### src/rtl/prog_loader_if.sv
// prog_loader_if: groups the loader's host-side word stream and its
// instruction-memory write port into a single bundle.
//   s_valid / s_data / s_last / s_ready : host -> loader instruction stream
//   imem_we / imem_addr / imem_wdata    : loader -> instruction-memory write port
// Modports:
//   master : host side (drives the stream, observes the memory writes)
//   slave  : loader side (accepts the stream, drives the memory writes)
interface prog_loader_if #(
   parameter int AW = 8,
   parameter int IW = 9
);
   logic          s_valid;
   logic [IW-1:0] s_data;
   logic          s_last;
   logic          s_ready;
   logic          imem_we;
   logic [AW-1:0] imem_addr;
   logic [IW-1:0] imem_wdata;

   modport master (
      output s_valid, s_data, s_last,
      input  s_ready, imem_we, imem_addr, imem_wdata
   );

   modport slave (
      input  s_valid, s_data, s_last,
      output s_ready, imem_we, imem_addr, imem_wdata
   );
endinterface

### src/rtl/prog_loader.sv
// prog_loader: streams a program image into instruction memory, then boots
// the CPU and measures how many cycles it runs before halting.
// Ports:
//   CLK          clock, all state updates on the rising edge
//   reset_n      synchronous active-low reset
//   load_req     pulse that starts a new load (only honoured in IDLE/DONE)
//   bus          stream in + instruction-memory write port (slave side)
//   cpu_start    CPU init/hold; low only while the program runs
//   cpu_halt     CPU halt indication, only looked at while running
//   busy         high while loading, booting or running
//   done         high once the run (or an overflowed load) has finished
//   overflow     sticky flag: the image was larger than the memory
//   words_loaded words written by the current/last load
//   run_cycles   cycles between the cpu_start fall and cpu_halt
// All outputs come straight from flops.
module prog_loader #(
   parameter int AW           = 8,
   parameter int IW           = 9,
   parameter int START_CYCLES = 2,   // must be >= 1
   parameter int CW           = 16
) (
   input  logic          CLK,
   input  logic          reset_n,
   input  logic          load_req,
   prog_loader_if.slave  bus,
   output logic          cpu_start,
   input  logic          cpu_halt,
   output logic          busy,
   output logic          done,
   output logic          overflow,
   output logic [AW:0]   words_loaded,
   output logic [CW-1:0] run_cycles
);

   typedef enum logic [2:0] {
      IDLE,
      LOAD,
      BOOT,
      RUN,
      DONE
   } state_t;

   localparam int          BW   = (START_CYCLES < 2) ? 1 : $clog2(START_CYCLES + 1);
   localparam logic [AW:0] FULL = {1'b1, {AW{1'b0}}};   // 2**AW words

   state_t          state_q, state_d;
   logic            start_q, start_d;
   logic            ready_q, ready_d;
   logic            we_q, we_d;
   logic [AW-1:0]   addr_q, addr_d;
   logic [IW-1:0]   wdata_q, wdata_d;
   logic            busy_q, busy_d;
   logic            done_q, done_d;
   logic            ovf_q, ovf_d;
   logic [AW:0]     cnt_q, cnt_d;
   logic [CW-1:0]   run_q, run_d;
   logic [BW-1:0]   boot_q, boot_d;

   // NOTE: state flops use non-blocking assignments so every flop samples
   // the pre-edge value of every other flop.
   always_ff @(posedge CLK) begin
      if (!reset_n) begin
         state_q <= IDLE;
         start_q <= 1'b1;
         ready_q <= 1'b0;
         we_q    <= 1'b0;
         addr_q  <= '0;
         wdata_q <= '0;
         busy_q  <= 1'b0;
         done_q  <= 1'b0;
         ovf_q   <= 1'b0;
         cnt_q   <= '0;
         run_q   <= '0;
         boot_q  <= '0;
      end else begin
         state_q <= state_d;
         start_q <= start_d;
         ready_q <= ready_d;
         we_q    <= we_d;
         addr_q  <= addr_d;
         wdata_q <= wdata_d;
         busy_q  <= busy_d;
         done_q  <= done_d;
         ovf_q   <= ovf_d;
         cnt_q   <= cnt_d;
         run_q   <= run_d;
         boot_q  <= boot_d;
      end
   end

   // NOTE: every signal gets a default before the case so no path leaves it
   // unassigned, which would otherwise infer a latch.
   always_comb begin
      state_d = state_q;
      we_d    = 1'b0;
      addr_d  = addr_q;
      wdata_d = wdata_q;
      ovf_d   = ovf_q;
      cnt_d   = cnt_q;
      run_d   = run_q;
      boot_d  = boot_q;

      unique case (state_q)
         IDLE, DONE: begin
            if (load_req) begin
               state_d = LOAD;
               cnt_d   = '0;
               ovf_d   = 1'b0;
               run_d   = '0;
            end
         end
         LOAD: begin
            if (bus.s_valid && ready_q) begin
               if (cnt_q == FULL) begin
                  // Memory already full: drop the word, keep draining.
                  ovf_d = 1'b1;
               end else begin
                  we_d    = 1'b1;
                  addr_d  = cnt_q[AW-1:0];
                  wdata_d = bus.s_data;
                  cnt_d   = cnt_q + 1'b1;
               end
               if (bus.s_last) begin
                  if (cnt_q == FULL) begin
                     state_d = DONE;            // never boot a truncated image
                  end else begin
                     state_d = BOOT;
                     boot_d  = BW'(1);          // first BOOT cycle counts
                  end
               end
            end
         end
         BOOT: begin
            if (boot_q == BW'(START_CYCLES)) begin
               state_d = RUN;
            end else begin
               boot_d = boot_q + 1'b1;
            end
         end
         RUN: begin
            if (cpu_halt) begin
               state_d = DONE;                  // halt cycle is not counted
            end else if (run_q != '1) begin
               run_d = run_q + 1'b1;
            end
         end
         default: state_d = IDLE;
      endcase

      // Registered outputs are decoded from the state being entered.
      start_d = (state_d != RUN);
      ready_d = (state_d == LOAD);
      busy_d  = (state_d == LOAD) || (state_d == BOOT) || (state_d == RUN);
      done_d  = (state_d == DONE);
   end

   assign bus.s_ready    = ready_q;
   assign bus.imem_we    = we_q;
   assign bus.imem_addr  = addr_q;
   assign bus.imem_wdata = wdata_q;
   assign cpu_start      = start_q;
   assign busy           = busy_q;
   assign done           = done_q;
   assign overflow       = ovf_q;
   assign words_loaded   = cnt_q;
   assign run_cycles     = run_q;

endmodule
### src/flat_wrapper.sv
// flat-port wrapper written by rule: the top's interface ports become plain ports
module prog_loader_flat 
#(
   parameter int AW           = 8,
   parameter int IW           = 9,
   parameter int START_CYCLES = 2,                  
   parameter int CW           = 16
)
  (CLK, reset_n, load_req, cpu_start, cpu_halt, busy, done, overflow, words_loaded, run_cycles, bus_s_valid, bus_s_data, bus_s_last, bus_s_ready, bus_imem_we, bus_imem_addr, bus_imem_wdata);
  prog_loader_if #(.AW(AW), .IW(IW)) bus_i ();
  input  logic CLK;
  input  logic reset_n;
  input  logic load_req;
  output logic cpu_start;
  input  logic cpu_halt;
  output logic busy;
  output logic done;
  output logic overflow;
  output logic [AW:0] words_loaded;
  output logic [CW-1:0] run_cycles;
  input wire logic [$bits(bus_i.s_valid)-1:0] bus_s_valid;
  input wire logic [$bits(bus_i.s_data)-1:0] bus_s_data;
  input wire logic [$bits(bus_i.s_last)-1:0] bus_s_last;
  output wire logic [$bits(bus_i.s_ready)-1:0] bus_s_ready;
  output wire logic [$bits(bus_i.imem_we)-1:0] bus_imem_we;
  output wire logic [$bits(bus_i.imem_addr)-1:0] bus_imem_addr;
  output wire logic [$bits(bus_i.imem_wdata)-1:0] bus_imem_wdata;
  assign bus_i.s_valid = bus_s_valid;
  assign bus_i.s_data = bus_s_data;
  assign bus_i.s_last = bus_s_last;
  assign bus_s_ready = bus_i.s_ready;
  assign bus_imem_we = bus_i.imem_we;
  assign bus_imem_addr = bus_i.imem_addr;
  assign bus_imem_wdata = bus_i.imem_wdata;
  prog_loader #(.AW(AW), .IW(IW), .START_CYCLES(START_CYCLES), .CW(CW)) u_core (.CLK(CLK), .reset_n(reset_n), .load_req(load_req), .bus(bus_i), .cpu_start(cpu_start), .cpu_halt(cpu_halt), .busy(busy), .done(done), .overflow(overflow), .words_loaded(words_loaded), .run_cycles(run_cycles));
endmodule
### config.mk
export PLATFORM = sky130hd
export DESIGN_NAME = prog_loader_flat
export DESIGN_NICKNAME = d
export VERILOG_FILES = /design/src/rtl/prog_loader_if.sv /design/src/rtl/prog_loader.sv /design/src/flat_wrapper.sv
export SDC_FILE = /design/constraint.sdc
export NUM_CORES = 1
export LEC_CHECK = 0
export ABC_AREA = 1
export CAP_MARGIN = 15
export CORE_ASPECT_RATIO = 0.5
export CORE_UTILIZATION = 40
export DETAILED_ROUTE_END_ITERATION = 16
export PLACE_DENSITY = 0.73
export SYNTH_ARGS = -nofsm -noshare
export SYNTH_HDL_FRONTEND = slang
export SYNTH_SLANG_ARGS = --single-unit
### constraint.sdc
create_clock -name CLK -period 2.05 [get_ports CLK]
set_input_delay 0.615 -clock CLK [delete_from_list [all_inputs] [get_ports CLK]]
set_output_delay 0.615 -clock CLK [all_outputs]
set_load 0.02 [all_outputs]
Yosys cells after proc, flatten, opt, wreduce, memory -nomap -nowiden
Cells that the tools add are included.
{"block": "op_classes", "muxes": 25, "n_bitwise": 1, "addsub": 3, "n_reduce_logical": 14, "eq_ne": 20}
{"operator": "16-bit 2-to-1 mux", "count": 3}
{"operator": "16-bit case mux with 2 select lines", "count": 1}
{"operator": "9-bit 2-to-1 mux", "count": 3}
{"operator": "3-bit 2-to-1 mux", "count": 6}
{"operator": "9-bit case mux with 2 select lines", "count": 1}
{"operator": "16-bit by 1-bit adder with 16-bit output, second input constant", "count": 1}
{"operator": "16-bit inequality test, second input constant", "count": 1}
{"operator": "3-bit by 2-bit equality test with 1-bit output, second input constant", "count": 4}
{"operator": "3-bit case mux with 4 select lines", "count": 1}
{"operator": "4-bit AND reduction", "count": 3}
{"operator": "2-bit inequality test, second input constant", "count": 5}
{"operator": "9-bit by 1-bit adder with 9-bit output, second input constant", "count": 1}
{"operator": "9-bit equality test, second input constant", "count": 1}
{"operator": "2-bit 2-to-1 mux", "count": 4}
{"operator": "3-bit by 1-bit equality test with 1-bit output, second input constant", "count": 2}
{"operator": "3-bit equality test, second input constant", "count": 2}
{"operator": "2-bit by 1-bit inequality test with 1-bit output, second input constant", "count": 3}
{"operator": "3-bit AND reduction", "count": 2}
{"operator": "2-bit nonzero test", "count": 3}
{"operator": "5-bit AND reduction", "count": 1}
{"operator": "1-bit 2-to-1 mux", "count": 4}
{"operator": "2-bit case mux with 2 select lines", "count": 1}
{"operator": "3-bit logical NOT", "count": 1}
{"operator": "3-bit by 2-bit inequality test with 1-bit output, second input constant", "count": 1}
{"operator": "7 further kinds", "count": 8}
{"block": "totals", "word_cells": 75, "input_bits": 15, "out_inout_bits": 48, "register_bits": 53}

Depth between registers and ports, before layout
{"block": "depth", "depth_word": 8, "mapped_depth": 11, "ltp_nobuf": 11}

Worst setup path before layout
No wires, ideal clock.
{"block": "synth_path", "path_kind": "reg2reg", "start": "register u_core.run_q[0] (netlist: u_core.run_cycles[0])", "end": "register u_core.run_q[12] (netlist: u_core.run_cycles[12])", "synth_period_minus_slack_ns": 1.848, "required_time_ns": 1.983, "arrival_ns": 1.781, "setup_ns": 0.067, "path_slack_ns": 0.202, "path_stages_with_launch": 11, "path_buffers": 1, "path_cell_list": "dfxtp_1 ha_1 inv_1 nor2_2 nand2_2 o21ai_2 nand2_2 nand2_4 buf_6 nand2_2 a21oi_2"}
{"block": "synth_between", "elab_chain_cells": 4, "word_cells_on_any_way": 7, "classes_between": "add/sub (1); eq/ne (2); mux (3); reduce/logical (1)"}
{"element": "start: declaration", "line_no": "prog_loader.sv:56", "text": "logic [CW-1:0] run_q, run_d;"}
{"element": "start signal: assignment", "line_no": "prog_loader.sv:86", "text": "run_q <= run_d;"}
{"element": "16-bit by 1-bit adder with 16-bit output", "line_no": "prog_loader.sv:144", "text": "run_d = run_q + 1'b1;"}
{"element": "16-bit 2-to-1 mux", "line_no": "prog_loader.sv:143", "text": "end else if (run_q != '1) begin"}
{"element": "16-bit 2-to-1 mux", "line_no": "prog_loader.sv:141", "text": "if (cpu_halt) begin"}
{"element": "16-bit case mux with 2 select lines", "line_no": "prog_loader.sv:103", "text": "unique case (state_q)"}
Several ways; a longest one is shown, not always the timed one. The select of a mux whose other input is x is not followed.
A chain may end at the register's enable or synchronous reset.

Final worst setup path
{"block": "layout_path", "start": "register u_core.cnt_q[1] (netlist: u_core.words_loaded[1])", "end": "output words_loaded[1]"}
{"element": "start: declaration", "line_no": "prog_loader.sv:55", "text": "logic [AW:0] cnt_q, cnt_d;"}
{"element": "start signal: assignment", "line_no": "prog_loader.sv:85", "text": "cnt_q <= cnt_d;"}
{"element": "end: declaration", "line_no": "flat_wrapper.sv:19", "text": "output logic [AW:0] words_loaded;"}
No word-level cell between the ends.

==> results by group <==
Status
  • Status: finished clean

Critical path
  • CP delay by family, top: buffers and inverters
  • CP Data Required Time: around 1.4 ns
  • Endpoint class of the critical path: output port
  • Crit path launch type: flip-flop
  • Max incr delay on CP: around 0.60 ns
  • CP Max Fanout: 4
  • CP Buf/Inv Count: 2
  • WS Path Type: reg2out
  • Crit path max-delay cell type: clkdlybuf4s50_1
  • CP cell instances: buf_4 -> clkdlybuf4s50_1
  • Worst EP arrival: between 1 and 1.5 ns

Synth
  • Post-Synth XOR/XNOR Area: 0.643%
  • Syn_nets: 432
  • Cell taking the most area after synthesis: dfxtp_1
  • Post-synth cell types: 30
  • Ys Warns: 0
  • Post-synthesis adder-cell area fraction: 1.84%
  • Cell Area, Synth: 2720 sq um
  • Most used flip-flop cell after synthesis: dfxtp_1
  • Post-synth EDFFs: 0
  • Synth Instances: ~410
  • Post-Synth Simple-Gate Area: 38.2%
  • Largest family of logic cells by synthesized area: simple AND/OR/NAND/NOR gates
  • Avg Inst Size Synth: 6.60 sq um
  • Multiplexer area fraction after synthesis: 0%
  • Ys async rst share: 0%
  • Synth Area in Compound Gates: a little under an eighth
  • Synth area leaders: dfxtp_1, nand2_1, nand3_1
  • Number of synthesized register bits: 53
  • Share of the synthesized area in the top cell type: 39.0%
  • Sequential element share of the synthesized area: 39.0%

Power and ir drop
  • Max VDD drop: 0.368 mV
  • Pwr per Cell Area: 583 nW/um^2
  • P_leak: 1.41 nW

Clock tree
  • Clock Latency Late Sink: approximately 0.3 ns
  • Cts bufs inserted: 5
  • Post CTS Setup Buffer Count: 0
  • CTS root buf: clkbuf_16
  • H-tree lvl count: 2
  • Clock-pin transition on the worst setup and hold timing paths: 0.07 ns
  • CTS tree: done
  • Clk sinks: 53
  • Longest Clk Path Bufs: 2
  • Hold_buf cts: 0

Die
  • Core ar.: 6310 sq um
  • Die Wd: 119 um
  • Die Area: 7160 sq um
  • Starting Density: 43.2%
  • I/O pins: 63
  • Rows: 20
  • Die height: 60.4 um

STA
  • Final hold viol count: 0
  • Setup_tns: 0 ns
  • Rel. slew slack: 73.2%
  • Hold_ws: 0.463 ns
  • Skew final: between 0.004 and 0.005 ns
  • Final setup viols: 0
  • Final Max Slew Viols: 0
  • Final worst slack: 0.0470 ns
  • Min Clock Period, post-route: ~2.0 ns
  • RSZ-0062 raised after global routing: no
  • Highest Clock Rate: 499 MHz
  • Fin crit share: 97.7%
  • Worst Tran Pin Value: 0.401 ns

Flow run
  • Max-Cap Viols: 0

Global routing
  • Total Routing Usage GR: 21.0%
  • Global-route wire length before repair: between 10000 and 15000 um
  • Vias in the first global route: 2569
  • Grt ovf: 0
  • Antenna violations before repair: 0
  • Pin count of the biggest net entering global routing: 27

Routing
  • Post-route DRC: 0
  • Drt pass-1 iters: 4
  • DRT iter0 DRCs: between 150 and 200
  • WL per Instance: roughly 12 um
  • DR vias/cell: 4.95
  • Vias: 2870
  • WL final: 7120 um
  • Remaining antenna violation count after routing: 0

Placed design
  • # placed instances: 572
  • GP Congestion: 0.838
  • Hpwl dp: 5140 um
  • Count of input and output buffers: between 60 and 70
  • Dpl ws: 0.0714 ns

Finish
  • Diode count: 0
  • Final Util: 58.7%
  • Fillers: 604
  • Most frequent cells in the layout: nand2_1, nor2_1, dfxtp_1
  • Share of cells above drive strength 1: 8.54%
  • Area Growth Syn to Fin: 36.0%
  • Most common cell after layout, fill and taps aside: nand2_1
  • NumNets Final: 510
  • Count of non-filler cells in the finished layout: 580

Min path
  • Hold/Removal Path Class: reg2reg
-- cell families (layout without fill, tap and decap cells) --
group | after synthesis | after routing
compound gates | 57 | 57
xor+xnor | 2 | 2
fa+ha+maj | 4 | 4
buf+inv | 57 | 136
flops | 53 | 53
simple gates | 240 | 240
-- per-layer routing --
metal  GRT usage (%)  vias up  share of wire, %  wire length, um
met3            4.51        8               4.7              338
met5               0        -                 0                0
met4            8.14        0               1.3               93
met2            36.3       65                45             3170
li1                -     1494                 -                -
met1            26.7     1303                49             3520
-- synth_stat cells, types with 3 or more instances --
| library cell | n |
|---|---|
| a21oi_1 | 40 |
| buf_2 | 4 |
| clkbuf_1 | 6 |
| dfxtp_1 | 53 |
| ha_1 | 4 |
| inv_1 | 42 |
| nand2_1 | 110 |
| nand2_2 | 3 |
| nand3_1 | 49 |
| nand4_1 | 8 |
| nor2_1 | 55 |
| nor3_1 | 8 |
| o21ai_0 | 6 |
| o21bai_1 | 4 |
-- path summary, 6_finish.rpt --
check	from	endpoint	slack [ns]	depth (start not counted)
setup reg to reg	u_core.words_loaded[0]$_SDFFE_PN0P_	u_core.words_loaded[7]$_SDFFE_PN0P_	0.22	11
hold / removal	u_core.bus.imem_wdata[0]$_SDFFE_PN0P_	u_core.bus.imem_wdata[0]$_SDFFE_PN0P_	0.46	2
hold reg to reg	u_core.bus.imem_wdata[0]$_SDFFE_PN0P_	u_core.bus.imem_wdata[0]$_SDFFE_PN0P_	0.46	2
setup / recovery	u_core.words_loaded[1]$_SDFFE_PN0P_	words_loaded[1]	0.05	2
-- registers in the layout, summed over array words and instances (netlist names) --
register / cells
u_core.busy: 1
u_core.cpu_start: 1
u_core.words_loaded: 9
u_core.bus.imem_we: 1
u_core.bus.imem_wdata: 9
u_core.done: 1
u_core.bus.imem_addr: 8
u_core.overflow: 1
u_core.boot_q: 2
u_core.state_q: 3
u_core.run_cycles: 16
u_core.bus.s_ready: 1
-- layout make-up --
cell class	count	area (sq um)	share of cell area [%]
clock buffers	5	125	3.38
repair buffers	85	800	21.6
multi-input cells	303	1420	38.4
inverters	43	161	4.36
flip-flops and latches	53	1060	28.6
clock inverters	3	25.0	0.676
well taps	88	110	2.97
-- tightest hold or removal path: stages, from the launching register on --
cell	delay [ns]
dfxtp_1	0.31
nand2_1	0.06
a21oi_1	0.05
-- per-stage QoR --
stage	instance area [sq um]	total power [mW]
floorplan	2720	1.20
global placement	3550	1.30
detailed placement	3550	1.30
CTS	3690	2.18
global route	3700	2.25
finish	3700	2.16
-- report_power, final --
group	internal [mW]	leakage (nW)	total [mW]	switching [mW]
clock	0.462	0.0708	0.878	0.416
sequential	1.04	0.428	1.05	0.00678
combinational	0.0931	0.906	0.231	0.138
-- repair_timing --
action | 4_1_cts | 5_1_grt
endpoints found under the setup margin | 5 | 5
gates resized for setup | 5 | 5
endpoints found under the hold margin | 0 | 0
No activity file was read; power rests on OpenSTA's default activity.
